## src/rtl/lcd_bus_arbiter.sv

```systemverilog
// lcd_bus_arbiter: owns the shared 8-bit LCD write bus.
// - After reset it runs the panel init (display on, start line) on both halves at once.
// - It then serves round-robin tile-write transactions from two drawing engines.
//   Each transaction is: set page, set column, then a stream of data bytes.
// Optional build macro LCD_ARB_GAP_EN: inserts one dead cycle after every bus
// write, for slow panels.
module lcd_bus_arbiter #(
    parameter logic [5:0] START_LINE = 6'd0,
    parameter logic       CS_ACTIVE  = 1'b0,
    parameter logic [6:0] MAX_LEN    = 7'd64
) (
    input  logic        LCD_CLK,
    input  logic        RESETN,
    input  logic [1:0]  REQ,
    input  logic [5:0]  REQ_PAGE,
    input  logic [11:0] REQ_COL,
    input  logic [1:0]  REQ_SIDE,
    input  logic [13:0] REQ_LEN,
    input  logic [15:0] WR_DATA,
    input  logic [1:0]  WR_VALID,
    output logic [1:0]  WR_READY,
    output logic [1:0]  GRANT,
    output logic [1:0]  DONE,
    output logic        BUSY,
    output logic [7:0]  LCD_DATA,
    output logic        LCD_DI,
    output logic        LCD_RW,
    output logic        LCD_ENABLE,
    output logic        LCD_CS1,
    output logic        LCD_CS2,
    output logic        LCD_RSTN,
    output logic [2:0]  DBG_STATE
);

    typedef enum logic [2:0] {
        S_INIT_ON  = 3'd0,
        S_INIT_SL  = 3'd1,
        S_IDLE     = 3'd2,
        S_SET_PAGE = 3'd3,
        S_SET_COL  = 3'd4,
        S_DATA     = 3'd5,
        S_RELEASE  = 3'd6
    } state_t;

    state_t      state_q, state_d;

    // Latched transaction owned by the current grant holder
    logic [1:0]  grant_q;
    logic        owner_q;
    logic        rr_q;        // requester preferred when both ask
    logic [2:0]  page_q;
    logic [5:0]  col_q;
    logic        side_q;
    logic [6:0]  len_q;
    logic [6:0]  cnt_q;

    // Registered bus outputs
    logic [7:0]  data_q;
    logic        di_q;
    logic        en_q;
    logic        cs1_q;
    logic        cs2_q;
    logic [1:0]  done_q;

    // Decisions made by the next-state logic
    logic        wr_en;
    logic        wr_di;
    logic [7:0]  wr_byte;
    logic        load_req;
    logic        load_cnt;
    logic        cnt_dec;
    logic        done_set;
    logic        clr_grant;
    logic        set_cs;

    logic        gap_hold;
    logic        win;
    logic        owner_req;
    logic        own_valid;
    logic [7:0]  own_byte;
    logic        ready_int;
    logic        accept;
    logic [6:0]  len_clamp;

    // Byte handshake: a data byte moves from requester r to the bus on a
    // rising edge where WR_VALID[r] & WR_READY[r]. WR_READY only rises for the
    // grant holder in DATA with bytes still owed; VALID may drop at any time
    // (stall, no timeout) and READY never waits on VALID.
    assign owner_req = REQ[owner_q];
    assign own_valid = WR_VALID[owner_q];
    assign own_byte  = owner_q ? WR_DATA[15:8] : WR_DATA[7:0];
    assign ready_int = (state_q == S_DATA) && (cnt_q != 7'd0) && owner_req && !gap_hold;
    assign accept    = ready_int && own_valid;
    assign len_clamp = (len_q > MAX_LEN) ? MAX_LEN : len_q;
    assign win       = (REQ[0] && REQ[1]) ? rr_q : REQ[1];

`ifdef LCD_ARB_GAP_EN
    logic gap_q;

    // Dead cycle follows every bus write
    always_ff @(posedge LCD_CLK or negedge RESETN) begin
        if (!RESETN) gap_q <= 1'b0;
        else         gap_q <= wr_en;
    end

    assign gap_hold = gap_q;
`else
    assign gap_hold = 1'b0;
`endif

    // Next state and per-cycle bus write decision
    always_comb begin
        state_d   = state_q;
        wr_en     = 1'b0;
        wr_di     = 1'b0;
        wr_byte   = 8'h00;
        load_req  = 1'b0;
        load_cnt  = 1'b0;
        cnt_dec   = 1'b0;
        done_set  = 1'b0;
        clr_grant = 1'b0;
        set_cs    = 1'b0;
        if (!gap_hold) begin
            case (state_q)
                S_INIT_ON: begin
                    wr_en   = 1'b1;
                    wr_byte = 8'h3F;
                    state_d = S_INIT_SL;
                end
                S_INIT_SL: begin
                    wr_en   = 1'b1;
                    wr_byte = {2'b11, START_LINE};
                    state_d = S_IDLE;
                end
                S_IDLE: begin
                    if (REQ != 2'b00) begin
                        load_req = 1'b1;
                        state_d  = S_SET_PAGE;
                    end
                end
                S_SET_PAGE: begin
                    if (!owner_req) begin
                        clr_grant = 1'b1;
                        state_d   = S_IDLE;
                    end else begin
                        set_cs  = 1'b1;
                        wr_en   = 1'b1;
                        wr_byte = {5'b10111, page_q};
                        state_d = S_SET_COL;
                    end
                end
                S_SET_COL: begin
                    if (!owner_req) begin
                        clr_grant = 1'b1;
                        state_d   = S_IDLE;
                    end else begin
                        wr_en    = 1'b1;
                        wr_byte  = {2'b01, col_q};
                        load_cnt = 1'b1;
                        state_d  = (len_clamp == 7'd0) ? S_RELEASE : S_DATA;
                    end
                end
                S_DATA: begin
                    if (!owner_req) begin
                        clr_grant = 1'b1;
                        state_d   = S_IDLE;
                    end else if (cnt_q == 7'd0) begin
                        state_d = S_RELEASE;
                    end else if (accept) begin
                        wr_en   = 1'b1;
                        wr_di   = 1'b1;
                        wr_byte = own_byte;
                        cnt_dec = 1'b1;
                        if (cnt_q == 7'd1) state_d = S_RELEASE;
                    end
                end
                S_RELEASE: begin
                    done_set  = 1'b1;
                    clr_grant = 1'b1;
                    state_d   = S_IDLE;
                end
                default: state_d = S_INIT_ON;
            endcase
        end
    end

    // State register
    always_ff @(posedge LCD_CLK or negedge RESETN) begin
        if (!RESETN) state_q <= S_INIT_ON;
        else         state_q <= state_d;
    end

    // Grant, round-robin pointer, latched request and byte counter
    always_ff @(posedge LCD_CLK or negedge RESETN) begin
        if (!RESETN) begin
            grant_q <= 2'b00;
            owner_q <= 1'b0;
            rr_q    <= 1'b0;
            page_q  <= 3'd0;
            col_q   <= 6'd0;
            side_q  <= 1'b0;
            len_q   <= 7'd0;
            cnt_q   <= 7'd0;
        end else begin
            if (load_req) begin
                grant_q <= win ? 2'b10 : 2'b01;
                owner_q <= win;
                rr_q    <= ~win;
                page_q  <= win ? REQ_PAGE[5:3]  : REQ_PAGE[2:0];
                col_q   <= win ? REQ_COL[11:6]  : REQ_COL[5:0];
                side_q  <= win ? REQ_SIDE[1]    : REQ_SIDE[0];
                len_q   <= win ? REQ_LEN[13:7]  : REQ_LEN[6:0];
            end else if (clr_grant) begin
                grant_q <= 2'b00;
            end
            if (load_cnt)     cnt_q <= len_clamp;
            else if (cnt_dec) cnt_q <= cnt_q - 7'd1;
        end
    end

    // Registered LCD bus pins and the DONE pulse
    always_ff @(posedge LCD_CLK or negedge RESETN) begin
        if (!RESETN) begin
            data_q <= 8'h00;
            di_q   <= 1'b0;
            en_q   <= 1'b0;
            cs1_q  <= CS_ACTIVE;
            cs2_q  <= CS_ACTIVE;
            done_q <= 2'b00;
        end else begin
            en_q <= wr_en;
            if (wr_en) begin
                data_q <= wr_byte;
                di_q   <= wr_di;
            end
            if (set_cs) begin
                cs1_q <= side_q ? ~CS_ACTIVE : CS_ACTIVE;
                cs2_q <= side_q ? CS_ACTIVE  : ~CS_ACTIVE;
            end
            done_q <= done_set ? grant_q : 2'b00;
        end
    end

    assign WR_READY   = ready_int ? grant_q : 2'b00;
    assign GRANT      = grant_q;
    assign DONE       = done_q;
    assign BUSY       = (state_q != S_IDLE);
    assign LCD_DATA   = data_q;
    assign LCD_DI     = di_q;
    assign LCD_RW     = 1'b0;
    assign LCD_ENABLE = LCD_CLK & en_q;
    assign LCD_CS1    = cs1_q;
    assign LCD_CS2    = cs2_q;
    assign LCD_RSTN   = RESETN;
    assign DBG_STATE  = state_q;

endmodule

```

## config.mk

```make
export PLATFORM = sky130hd
export DESIGN_NAME = lcd_bus_arbiter
export DESIGN_NICKNAME = d
export VERILOG_FILES = /design/src/rtl/lcd_bus_arbiter.sv
export SDC_FILE = /design/constraint.sdc
export NUM_CORES = 1
export LEC_CHECK = 0
export BUFFER_PORTS_ARGS = -buffer_cell sky130_fd_sc_hd__buf_2
export CAP_MARGIN = 10
export CORE_UTILIZATION = 54
export DETAILED_ROUTE_END_ITERATION = 8
export PLACE_DENSITY = 0.87
export SKIP_LAST_GASP = 1
export SLEW_MARGIN = 5
export SYNTH_ARGS = -nofsm -noshare
export SYNTH_HDL_FRONTEND = slang
export SYNTH_SLANG_ARGS = --single-unit
export TNS_END_PERCENT = 30
```

## constraint.sdc

```tcl
create_clock -name LCD_CLK -period 5.1 [get_ports LCD_CLK]
set_clock_uncertainty 0.1 [all_clocks]
set_input_delay 0.51 -clock LCD_CLK [delete_from_list [all_inputs] [get_ports LCD_CLK]]
set_output_delay 0.51 -clock LCD_CLK [all_outputs]
set_load 0.03 [all_outputs]
```

==> flow_summary.rst, run 1 <==
.. list-table::
   :header-rows: 1

   * - Metric
     - Value
   * - Non-filler cells in the finished layout
     - 353
   * - Net switching power figure
     - 0.7949 mW
   * - Critical path depth
     - 4
   * - Post-route antenna net violation count
     - 0
   * - Horizontal die dimension
     - 68.70 um
   * - Library cell with the largest summed area after synthesis
     - dfrtp_1
   * - Most frequent cell after synthesis
     - dfrtp_1
   * - Cell types with the highest counts after synthesis
     - dfrtp_1, inv_1, a222oi_1, mux2_2, nand3_1
   * - Total chip power
     - 1.904 mW
   * - Worst vdd rail ir drop
     - 0.3480 mV
   * - Combinational fraction of design power
     - 43.7%
   * - Number of endpoints with negative hold slack in the final report
     - 0
   * - Switching part of the total
     - 41.76%
   * - P per Cell Area
     - 649.1 nW/um^2
   * - Mean instance size in the synthesized netlist
     - 10.49 um^2
   * - Post-synthesis instance total
     - 229
   * - Number of buffers and inverters on the critical path
     - 3
   * - Standby leakage power
     - 1.565 nW
   * - Cell area after technology mapping
     - 2402 um^2
   * - Fin worst setup slack
     - 1417 ps
   * - TritonCTS clock tree
     - built
   * - Relative contribution of sequential cells to total power
     - 35.0%
   * - Standard cell core area
     - 4144 um^2
   * - Maximum fanout along the worst path
     - 2
   * - Global-route wire length before repair
     - 9163 um
   * - Count of boundary I/O pins
     - 80
   * - Net count after synthesis
     - 287
   * - Setup WS pre-CTS
     - 1648 ps
   * - Ordered cell list for the critical path
     - clkbuf_8 -> clkbuf_8 -> and2_1 -> buf_2
   * - Register area share after synthesis
     - 46.87%
   * - Area of the die
     - 4720 um^2
   * - Total vias in the final route
     - 2,134
   * - DR vias/cell
     - 6.045
   * - Post-cts sizing count
     - 0
   * - Number of cells after detailed placement
     - 342
   * - Sort of element at the start of the critical path
     - clock port
   * - Average wire length per cell after detail routing
     - 16.34 um
   * - Buffers on Ports
     - 78
   * - Top cells by area in the synthesized netlist
     - dfrtp_1, a222oi_1, mux2_2, inv_1, mux2i_1
   * - Proportion of power drawn by the clock network
     - 21.3%
   * - Total negative slack for setup checks
     - 0 ps
   * - Worst min-delay path class
     - input pin to async pin
   * - Count of yosys warnings during synthesis
     - 0
   * - Share of synthesized cell area in and, or, nand and nor gates
     - 14.27%
   * - Setup-violating endpoint count in the final report
     - 0
   * - Flip-flop and latch count after synthesis
     - 45
   * - Post-synthesis xor/xnor area fraction
     - 0%
   * - Number of antenna violations at the first check in global routing
     - 0
   * - Post-synthesis share of cell area spent on full adders, half adders and majority gates
     - 1.042%
   * - Setup repair bufs after CTS
     - 0
   * - Latest clock arrival within the worst-skew pair
     - 410 ps
   * - Endpoint class of the critical path
     - output pin
   * - Critical path's slowest cell
     - buf_2
   * - Pin count of the biggest net entering global routing
     - 47
   * - Cell type group with the largest total delay on the critical path
     - buffers and inverters
   * - DRC violation total after the first TritonRoute iteration
     - 224
   * - Share of the core filled with cells in the final layout
     - 70.77%
   * - Vertical extent of the die
     - 68.70 um
   * - CP Data Arrival Time
     - 3070 ps
   * - Cell type with the highest occurrence count on the critical path
     - clkbuf_8
   * - N_diodes
     - 0
   * - # Max-Cap Violations
     - 0
   * - Number of enable-type register cells in the synthesized netlist
     - 0
   * - Hold buffer count at cts
     - 0
   * - Cell internal pwr
     - 1.109 mW
   * - Final Wtd Congestion
     - 0.8593
   * - Max-Slew Margin vs Limit
     - 45.74%
   * - Worst-case reg-to-reg path depth
     - 4
   * - Run status
     - finished, final reports clean
   * - Net count, final
     - 360
   * - Measured slew at the worst slew-check pin
     - 813.9 ps
   * - Main combinational cell family by area after synthesis
     - compound AO/OA/AOI/OAI gates
   * - Area fraction of the dominant cell type after synthesis
     - 46.87%
   * - Unique cell type count in the Yosys netlist
     - 47
   * - Area Growth Syn to Fin
     - 22.08%
   * - Critical path's largest stage delay
     - 170 ps
   * - Slew Limit Fails
     - 0
   * - Clock transition time at the flip-flop clock pins of the worst setup and hold paths
     - 90 ps
   * - Initial Utilization
     - 57.97%
   * - Area fraction in compound gates after synthesis
     - 20.42%
   * - Required time reported for the critical path endpoint
     - 4490 ps
   * - RSZ-0062 raised after global routing
     - false
   * - Vias in the first global route
     - 1,971
   * - Post-synth top flop
     - dfrtp_1
   * - Post-route DRC
     - 0
   * - Layout cells sized above 1
     - 36.96%
   * - Number of standard-cell rows in the floorplan
     - 23
   * - All-Layer GR Usage
     - 27.27%
   * - Hpwl dp
     - 4117 um
   * - Overflow left after global routing
     - 0
   * - Async set-reset flop share out of synthesis
     - 100.0%
   * - Final WL
     - 5767 um
   * - Proportion of synthesized area in mux cells
     - 8.021%
   * - CP Class
     - clock port to output pin
   * - Number of detailed-route iterations in the first pass
     - 6
[cell usage in the layout, fill, tap and decap left out, types with 7 or more instances in the layout]
cell	instances
buf_2	78
dfrtp_1	45
inv_1	28
a222oi_1	17
mux2_2	10
nand3_1	10
mux2i_1	8
clkbuf_8	8
nor2_1	7
a21oi_1	7
nor3_1	7
[final timing paths]
check / start / endpoint / slack (ps)
hold / removal: RESETN / cnt_q[6] / 70
setup / recovery: LCD_CLK / LCD_ENABLE / 1420
setup reg to reg: owner_q / cnt_q[5] / 2440
min in group LCD_CLK: REQ_LEN[11] / len_q[4] / 230
max in group asynchronous: RESETN / col_q[3] / 4450
hold reg to reg: LCD_DI / LCD_DI / 390
[stage by stage]
step                hold WS (ps)  cell area (um^2)
floorplan                  114.4              2402
global placement           366.6              2754
detailed placement         382.3              2754
CTS                        89.96              2933
global route               129.4              2933
finish                     71.61              2933
[power groups by stage]
stage	clock network (mW)	logic, mW	registers (mW)
floorplan	0.0166	0.597	0.702
global placement	0.0214	0.802	0.665
detailed placement	0.0214	0.828	0.669
CTS	0.409	0.835	0.663
global route	0.426	0.918	0.689
finish	0.405	0.832	0.667
[worst register-to-register path: cells and delay by family, from the launching register on]
kind / cells / cell delay (ps)
mux: 1 / 440
compound gates: 2 / 650
simple gates: 1 / 650
flops: 1 / 760
[state kept, by name, summed over array words and instances (netlist names)]
register / count
LCD_DATA: 8
cnt_q: 7
len_q: 7
col_q: 6
DBG_STATE: 3
page_q: 3
DONE: 2
GRANT: 2
LCD_CS1: 1
LCD_CS2: 1
LCD_DI: 1
en_q: 1
owner_q: 1
rr_q: 1
side_q: 1
[metal layers]
layer,GRT usage [%],share of wire (%),routed length (um),up-vias
met5,0,0,0,-
met4,13.01,2.5,142,0
met3,8.553,6.8,395,11
met2,42.89,48,2791,90
met1,34.00,42,2437,1025
li1,-,-,-,1008
[final cells by class]
type	count	area, um^2
Tap cell	50	62.56
Timing Repair Buffer	79	400.4
Clock buffer	9	115.1
Inverter	28	105.1
Fill cell	316	1211
Clock inverter	3	68.82
Sequential cell	45	1126
Multi-Input combinational cell	139	1055
[kinds of logic after synthesis]
group                      count (synthesis)
AOI/OAI and AO/OA                         59
and+or+nand+nor                           59
DFF                                       45
muxes                                     18
buffers and inverters                     45
other                                      1
adders and majority gates                  2
Power figures use the tool's default switching activity.
==> inputs of run 2 (changes only) <==
--- a/config.mk
+++ b/config.mk
@@ -5,11 +5,12 @@
 export SDC_FILE = /design/constraint.sdc
 export NUM_CORES = 1
 export LEC_CHECK = 0
+export ABC_AREA = 1
 export BUFFER_PORTS_ARGS = -buffer_cell sky130_fd_sc_hd__buf_2
 export CAP_MARGIN = 10
-export CORE_UTILIZATION = 54
+export CORE_UTILIZATION = 51
 export DETAILED_ROUTE_END_ITERATION = 8
-export PLACE_DENSITY = 0.87
+export PLACE_DENSITY = 0.81
 export SKIP_LAST_GASP = 1
 export SLEW_MARGIN = 5
 export SYNTH_ARGS = -nofsm -noshare
==> constraint.sdc (replaced) <==
create_clock -name LCD_CLK -period 3.7 [get_ports LCD_CLK]
set_clock_uncertainty 0.1 [all_clocks]
set_input_delay 0.37 -clock LCD_CLK [delete_from_list [all_inputs] [get_ports LCD_CLK]]
set_output_delay 0.37 -clock LCD_CLK [all_outputs]
set_load 0.03 [all_outputs]
==> run 2 against run 1 <==
Critical path depth up 1. Synthesized cell count up 52%. Routed wire length up 6.4%. Non-clock buffer count unchanged. Die area up 15%. Global-route usage down 2.3 points. Sequential power up 39%. Clock power up 3%. Combinational power up 62%. Clock-buffer cell count up 1. Critical path type unchanged. Largest cell class is now multi-input combinational cells. Highest routed layer unchanged.
==> flow_summary.rst, run 2 <==
.. list-table::
   :header-rows: 1

   * - Metric
     - Value
   * - Run status
     - finished, final reports clean
   * - Pin count of the biggest net entering global routing
     - 47 (unchanged)
   * - Global-route wire length before repair
     - 9949 um (+8.6%)
   * - Proportion of power drawn by the clock network
     - 15.5% (-5.8 points)
   * - Layout cells sized above 1
     - 28.34% (-8.6 points)
   * - Net count, final
     - 484 (+34%)
   * - Highest-count cells in the layout ignoring fill and taps
     - nand2_1, buf_2, nand3_1, dfrtp_1, nor2_1
   * - Cell internal pwr
     - 1.397 mW (+26%)
   * - Final Wtd Congestion
     - 0.8986 (+4.6%)
   * - Top cells by area in the synthesized netlist
     - dfrtp_1, nand2_1, nand3_1, nor2_2, nor2_1
   * - Maximum fanout along the worst path
     - 2 (unchanged)
   * - # Max-Cap Violations
     - 0 (unchanged)
   * - Vias in the first global route
     - 2,226 (+13%)
   * - Net switching power figure
     - 1.288 mW (+62%)
   * - Number of detailed-route iterations in the first pass
     - 4 (-2)
   * - Most frequent cell after synthesis
     - nand2_1
   * - Standard cell core area
     - 4817 um^2 (+16%)
   * - Number of standard-cell rows in the floorplan
     - 25 (+8.7%)
   * - Total vias in the final route
     - 2,514 (+18%)
   * - Count of boundary I/O pins
     - 80 (unchanged)
   * - RSZ-0062 raised after global routing
     - false
   * - Overflow left after global routing
     - 0 (unchanged)
   * - DR vias/cell
     - 5.089 (-16%)
   * - Met2 track demand over resource in global routing
     - 40.16% (-2.7 points)
   * - Slew Limit Fails
     - 0 (unchanged)
   * - Number of endpoints with negative hold slack in the final report
     - 0 (unchanged)
   * - Mean instance size in the synthesized netlist
     - 7.518 um^2 (-28%)
   * - Most used routing layer
     - met2
   * - Max-Slew Margin vs Limit
     - 43.81% (-1.9 points)
   * - Number of cells after detailed placement
     - 482 (+41%)
   * - Non-filler cells in the finished layout
     - 494 (+40%)
   * - Initial Utilization
     - 54.31% (-3.7 points)
   * - Endpoint class of the critical path
     - output pin
   * - Post-route antenna net violation count
     - 0 (unchanged)
   * - Area fraction of the dominant cell type after synthesis
     - 43.04% (-3.8 points)
   * - Unique cell type count in the Yosys netlist
     - 28 (-40%)
   * - Total negative slack for setup checks
     - 0 ps (unchanged)
   * - Flip-flop and latch count after synthesis
     - 45 (unchanged)
   * - Standby leakage power
     - 1.687 nW (+7.8%)
   * - Measured slew at the worst slew-check pin
     - 842.7 ps (+28.81 ps)
   * - Relative contribution of sequential cells to total power
     - 34.4% (-0.6 points)
   * - Horizontal die dimension
     - 73.63 um (+7.2%)
   * - Hpwl dp
     - 4514 um (+9.7%)
   * - Post-synthesis instance total
     - 348 (+52%)
   * - N_diodes
     - 0 (unchanged)
   * - Number of enable-type register cells in the synthesized netlist
     - 0 (unchanged)
   * - Library cell with the largest summed area after synthesis
     - dfrtp_1
   * - Cell types with the highest counts after synthesis
     - nand2_1, nand3_1, dfrtp_1, nor2_1, inv_1
   * - Latest clock arrival within the worst-skew pair
     - 410 ps (about the same)
   * - Number of antenna violations at the first check in global routing
     - 0 (unchanged)
   * - Worst min-delay path class
     - input pin to flip-flop
   * - Clock transition time at the flip-flop clock pins of the worst setup and hold paths
     - 80 ps (about the same)
   * - Post-synth top flop
     - dfrtp_1
   * - Switching part of the total
     - 47.98% (+6.2 points)
   * - Cell area after technology mapping
     - 2616 um^2 (+8.9%)
   * - CP Data Arrival Time
     - 2330 ps (-740 ps)
   * - GR Layer Usage met3
     - 7.407% (-1.1 points)
   * - Register area share after synthesis
     - 43.04% (-3.8 points)
   * - Vertical extent of the die
     - 73.63 um (+7.2%)
   * - Buffers on Ports
     - 78 (unchanged)
   * - All-Layer GR Usage
     - 24.94% (-2.3 points)
   * - Net count after synthesis
     - 406 (+41%)
   * - P per Cell Area
     - 854.0 nW/um^2 (+32%)
   * - Post-route DRC
     - 0 (unchanged)
   * - FILL cells
     - 433 (+37%)
   * - Async set-reset flop share out of synthesis
     - 100.0% (unchanged)
   * - Required time reported for the critical path endpoint
     - 3230 ps (-1260 ps)
   * - CP Class
     - clock port to output pin
   * - Area Growth Syn to Fin
     - 20.18%
   * - Count of yosys warnings during synthesis
     - 0 (unchanged)
   * - Sort of element at the start of the critical path
     - clock port
   * - Area of the die
     - 5421 um^2 (+15%)
   * - TritonCTS clock tree
     - built
   * - Average wire length per cell after detail routing
     - 12.42 um (-24%)
   * - Combinational fraction of design power
     - 50.1% (+6.4 points)
   * - Final WL
     - 6134 um (+6.4%)
   * - Setup-violating endpoint count in the final report
     - 0 (unchanged)
   * - Worst vdd rail ir drop
     - 0.3815 mV (+9.6%)
   * - Met1 usage
     - 30.95% (-3.1 points)
   * - Most common library cell in the layout ignoring fill and taps
     - nand2_1
   * - Number of flip-flops under the largest register name
     - 8 (unchanged)
   * - DRC violation total after the first TritonRoute iteration
     - 184 (-18%)
-- run 2: per-layer routing --
metal / up-vias / wire [um]
li1: 1273 / -
met1: 1155 / 2655
met2: 80 / 2998
met3: 6 / 398
met4: 0 / 81
met5: - / 0
-- run 2: power by group through the flow --
stage               Clock (mW)  Sequential (mW)  Combinational [mW]
floorplan               0.0250             1.04               0.914
global placement        0.0320            0.920                1.32
detailed placement      0.0320            0.931                1.34
CTS                      0.421            0.922                1.35
global route             0.439            0.957                1.52
finish                   0.416            0.924                1.35
-- run 2: timing repair --
action,CTS,global route
setup buffers,0,0
hold endpoints to repair,45,0
resized for setup,0,0
hold buffers,1,0
-- run 2: final timing paths --
kind,from,endpoint,slack (ps),depth (start not counted)
min in group asynchronous,RESETN,cnt_q[1],480,3
worst max-delay path,LCD_CLK,LCD_ENABLE,900,5
worst max register to register,owner_q,cnt_q[0],1630,9
worst min-delay path,REQ_COL[6],col_q[0],80,3
max in group asynchronous,RESETN,cnt_q[5],2640,3
worst min register to register,side_q,LCD_CS2,400,1
-- run 2: layout make-up --
class,instances,area (um^2),area share [%]
multi-input cells,259,1282,40.79
well taps,67,83.83,2.666
clock buffers,10,118.9,3.780
clock inverters,3,13.76,0.4377
flip-flops and latches,45,1126,35.81
repair buffers,79,402.9,12.81
inverters,31,116.4,3.701
-- run 2: metrics by stage --
step	hold WS, ps	util (%)	setup slack, ps	total power, mW	instance area [um^2]
after floorplan	-25.59	-	1216	1.980	2616
after global routing	77.99	65.27	888.4	2.915	3144
after global placement	370.4	62.49	1151	2.269	3010
after detailed placement	382.4	62.49	1151	2.306	3010
final	78.23	65.27	900.7	2.685	3144
after CTS	73.49	65.27	893.5	2.697	3144
-- run 2: kinds of logic after synthesis --
family / after synthesis / synth area share [%]
compound gates: 22 / 5.405
xor+xnor: 1 / 0.3348
fa+ha+maj: 2 / 0.9563
buf+inv: 44 / 7.938
flops: 45 / 43.04
mux: 8 / 3.061
other cells: 1 / 0.1433
simple gates: 225 / 39.12
-- run 2: worst max-delay path: stages --
cell and delay [ps]:
clkbuf_8 110, clkbuf_8 120, nand2_1 50, inv_1 30
buf_2 160
==> inputs of run 3 (changes only) <==
--- a/config.mk
+++ b/config.mk
@@ -5,12 +5,12 @@
 export SDC_FILE = /design/constraint.sdc
 export NUM_CORES = 1
 export LEC_CHECK = 0
-export ABC_AREA = 1
+export ABC_AREA = 0
 export BUFFER_PORTS_ARGS = -buffer_cell sky130_fd_sc_hd__buf_2
 export CAP_MARGIN = 10
-export CORE_UTILIZATION = 51
+export CORE_UTILIZATION = 45
 export DETAILED_ROUTE_END_ITERATION = 8
-export PLACE_DENSITY = 0.81
+export PLACE_DENSITY = 0.77
 export SKIP_LAST_GASP = 1
 export SLEW_MARGIN = 5
 export SYNTH_ARGS = -nofsm -noshare
==> constraint.sdc (replaced) <==
create_clock -name LCD_CLK -period 2.4 [get_ports LCD_CLK]
set_clock_uncertainty 0.1 [all_clocks]
set_input_delay 0.24 -clock LCD_CLK [delete_from_list [all_inputs] [get_ports LCD_CLK]]
set_output_delay 0.24 -clock LCD_CLK [all_outputs]
set_load 0.03 [all_outputs]
==> run 3 against run 2 <==
Clock-buffer cell count shrank 1. Non-clock buffer count grew 44. Worst setup slack lost 890 ps. Core utilization grew 0.55 points. Clock power grew 100%. Design area grew 7.6%. Via count shrank 7.3%. Total power grew 57%. Combinational power grew 47%. Largest power group unchanged. Highest routed layer unchanged.
==> flow_summary.rst, run 3 (synthesis gave the netlist of run 1 again) <==
.. list-table::
   :header-rows: 1

   * - Metric
     - Value
   * - Run status
     - finished, final reports clean
   * - P per Cell Area
     - 1248 nW/um^2 (+46%)
   * - Measured slew at the worst slew-check pin
     - 709.6 ps (-133.1 ps)
   * - Required time reported for the critical path endpoint
     - 2060 ps (-1170 ps)
   * - Vias in the first global route
     - 2,260 (+1.5%)
   * - Number of standard-cell rows in the floorplan
     - 26 (+4.0%)
   * - Latest clock arrival within the worst-skew pair
     - 410 ps (about the same)
   * - Worst min-delay path class
     - input pin to flip-flop
   * - Initial Utilization
     - 46.74% (-7.6 points)
   * - Final Wtd Congestion
     - 0.8679 (-3.4%)
   * - Time the worst path needs with I/O delays and setup
     - 2385 ps
   * - DRC violation total after the first TritonRoute iteration
     - 191 (+3.8%)
   * - All-Layer GR Usage
     - 27.37% (+2.4 points)
   * - FILL cells
     - 404 (-6.7%)
   * - Global-route wire length before repair
     - 10,970 um (+10%)
   * - Pin count of the biggest net entering global routing
     - 46 (-2.1%)
   * - Share of the cycle needed by the critical path after routing
     - 99.39%
   * - Max-Slew Margin vs Limit
     - 52.33% (+8.5 points)
   * - Worst vdd rail ir drop
     - 0.6350 mV (+66%)
   * - Maximum fanout along the worst path
     - 6 (+4)
   * - Vertical extent of the die
     - 75.07 um (+2.0%)
   * - Fmax
     - 419.2 MHz
   * - Sort of element at the start of the critical path
     - flip-flop
   * - Worst flop-to-flop path endpoint
     - col_q[3]
   * - Layout cells sized above 1
     - 35.45% (+7.1 points)
   * - Setup-violating endpoint count in the final report
     - 0 (unchanged)
   * - Number of antenna violations at the first check in global routing
     - 0 (unchanged)
   * - Setup WS pre-CTS
     - 109.8 ps (-1041 ps)
   * - Post-route antenna net violation count
     - 0 (unchanged)
   * - CP Data Arrival Time
     - 2050 ps (-280 ps)
   * - RSZ-0062 raised after global routing
     - true
   * - Cell internal pwr
     - 2.476 mW (+77%)
   * - DR vias/cell
     - 5.588 (+9.8%)
   * - Fin worst setup slack
     - 14.74 ps (-886.0 ps)
   * - Standby leakage power
     - 1.759 nW (+4.2%)
   * - Relative contribution of sequential cells to total power
     - 32.9% (-1.5 points)
   * - Switching part of the total
     - 41.36% (-6.6 points)
   * - # Max-Cap Violations
     - 0 (unchanged)
   * - R2R setup slack
     - 100 ps (-1530 ps)
   * - Setup repair bufs after CTS
     - 0 (unchanged)
   * - Source of the critical timing path
     - cnt_q[0]
   * - Post-route DRC
     - 0 (unchanged)
   * - Crit path to
     - WR_READY[1]
   * - Average wire length per cell after detail routing
     - 16.35 um (+32%)
   * - Clock transition time at the flip-flop clock pins of the worst setup and hold paths
     - 80 ps (about the same)
   * - Share of the core filled with cells in the final layout
     - 65.82% (+0.55 points)
   * - Final WL
     - 6818 um (+11%)
   * - Number of endpoints with negative hold slack in the final report
     - 0 (unchanged)
   * - Net count, final
     - 404 (-17%)
   * - Endpoint class of the critical path
     - output pin
   * - Overflow left after global routing
     - 0 (unchanged)
   * - Standard cell core area
     - 5140 um^2 (+6.7%)
   * - Worst reg2reg path startpoint
     - DBG_STATE[2]
   * - Proportion of power drawn by the clock network
     - 20.1% (+4.6 points)
   * - Number of flip-flops under the largest register name
     - 8 (unchanged)
   * - CP Class
     - flip-flop to output pin
   * - Slew Limit Fails
     - 0 (unchanged)
   * - Number of detailed-route iterations in the first pass
     - 6 (+2)
   * - Highest-count cells in the layout ignoring fill and taps
     - buf_2, dfrtp_1, dlygate4sd3_1, inv_1, a222oi_1
   * - Worst-case reg-to-reg path depth
     - 6 (-3)
   * - Area of the die
     - 5635 um^2 (+3.9%)
   * - Hpwl dp
     - 4162 um (-7.8%)
   * - TritonCTS clock tree
     - built
   * - Combinational fraction of design power
     - 47.0% (-3.1 points)
   * - Net switching power figure
     - 1.746 mW (+36%)
   * - Horizontal die dimension
     - 75.07 um (+2.0%)
   * - Area Growth Syn to Fin
     - 40.83%
   * - Count of boundary I/O pins
     - 80 (unchanged)
   * - Buffers on Ports
     - 78 (unchanged)
   * - N_diodes
     - 0 (unchanged)
   * - Total vias in the final route
     - 2,330 (-7.3%)
   * - Most common library cell in the layout ignoring fill and taps
     - buf_2
-- run 3: changes by cell type in the layout (fill, tap and decap cells not counted), moves of 9 or more --
cell | previous run | this run
a222oi_1 | 0 | 17
buf_4 | 1 | 11
dlygate4sd3_1 | 1 | 35
mux2_2 | 0 | 9
nand2_1 | 115 | 6
nand3_1 | 47 | 10
nand4_1 | 11 | 0
nor2_1 | 27 | 7
nor2_2 | 17 | 0
-- run 3: metal layers --
| metal | part of all wire, % | track usage, % | up-vias |
|---|---|---|---|
| li1 | - | - | 1091 |
| met2 | 50 | 44.94 | 112 |
| met5 | 0 | 0 | - |
| met4 | 2.2 | 10.90 | 0 |
| met3 | 7.4 | 8.434 | 18 |
| met1 | 41 | 33.77 | 1109 |
-- run 3: power groups by stage --
stage                     Clock (mW)  Combinational, mW  Sequential [mW]
final                          0.848               1.98             1.39
after global routing           0.899               2.19             1.43
after CTS                      0.850               1.94             1.37
after detailed placement      0.0455               1.86             1.38
after global placement        0.0455               1.81             1.38
after floorplan               0.0354               1.27             1.49
-- run 3: area by class of cell --
type	count	area [um^2]	area share, %
Sequential cell	45	1126	33.28
Multi-Input combinational cell	139	1066	31.51
Timing Repair Buffer	123	818.3	24.19
Clock buffer	9	115.1	3.402
Inverter	28	105.1	3.107
Tap cell	70	87.58	2.589
Clock inverter	3	65.06	1.923
-- run 3: timing repair --
item	CTS	global route
endpoints found under the setup margin	2	3
hold buffers	35	0
gates cloned	0	0
gates resized for setup	2	1
endpoints found under the hold margin	62	0
-- run 3: through the flow --
step / power (mW) / hold WS, ps / setup TNS, ps / area, um^2 / instances
2_1_floorplan: 2.796 / -155.6 / 0 / 2402 / 229
3_3_place_gp: 3.238 / 262.5 / 0 / 2846 / 371
3_5_place_dp: 3.289 / 263.2 / 0 / 2846 / 371
4_1_cts: 4.165 / 113.3 / 0 / 3378 / 417
5_1_grt: 4.520 / 104.0 / -219.9 / 3383 / 417
6_report: 4.222 / 121.0 / 0 / 3383 / 417
-- run 3: how the worst min path moves through the flow --
stage / startpoint / to / cells after the start
finish: WR_DATA[15] / LCD_DATA[7] / 3
global route: WR_DATA[15] / LCD_DATA[7] / 3
CTS: WR_DATA[15] / LCD_DATA[7] / 3
detailed placement: RESETN / cnt_q[5] / 2
global placement: RESETN / cnt_q[5] / 2
floorplan: RESETN / DBG_STATE[0] / 0
-- run 3: worst max-delay path, stage by stage, from the launching register on --
cell and delay, ps:
dfrtp_1 430, inv_1 70, ha_1 170, or3b_4 420, nor2_1 140, nor2b_1 80, and2_1 150, buf_2 170
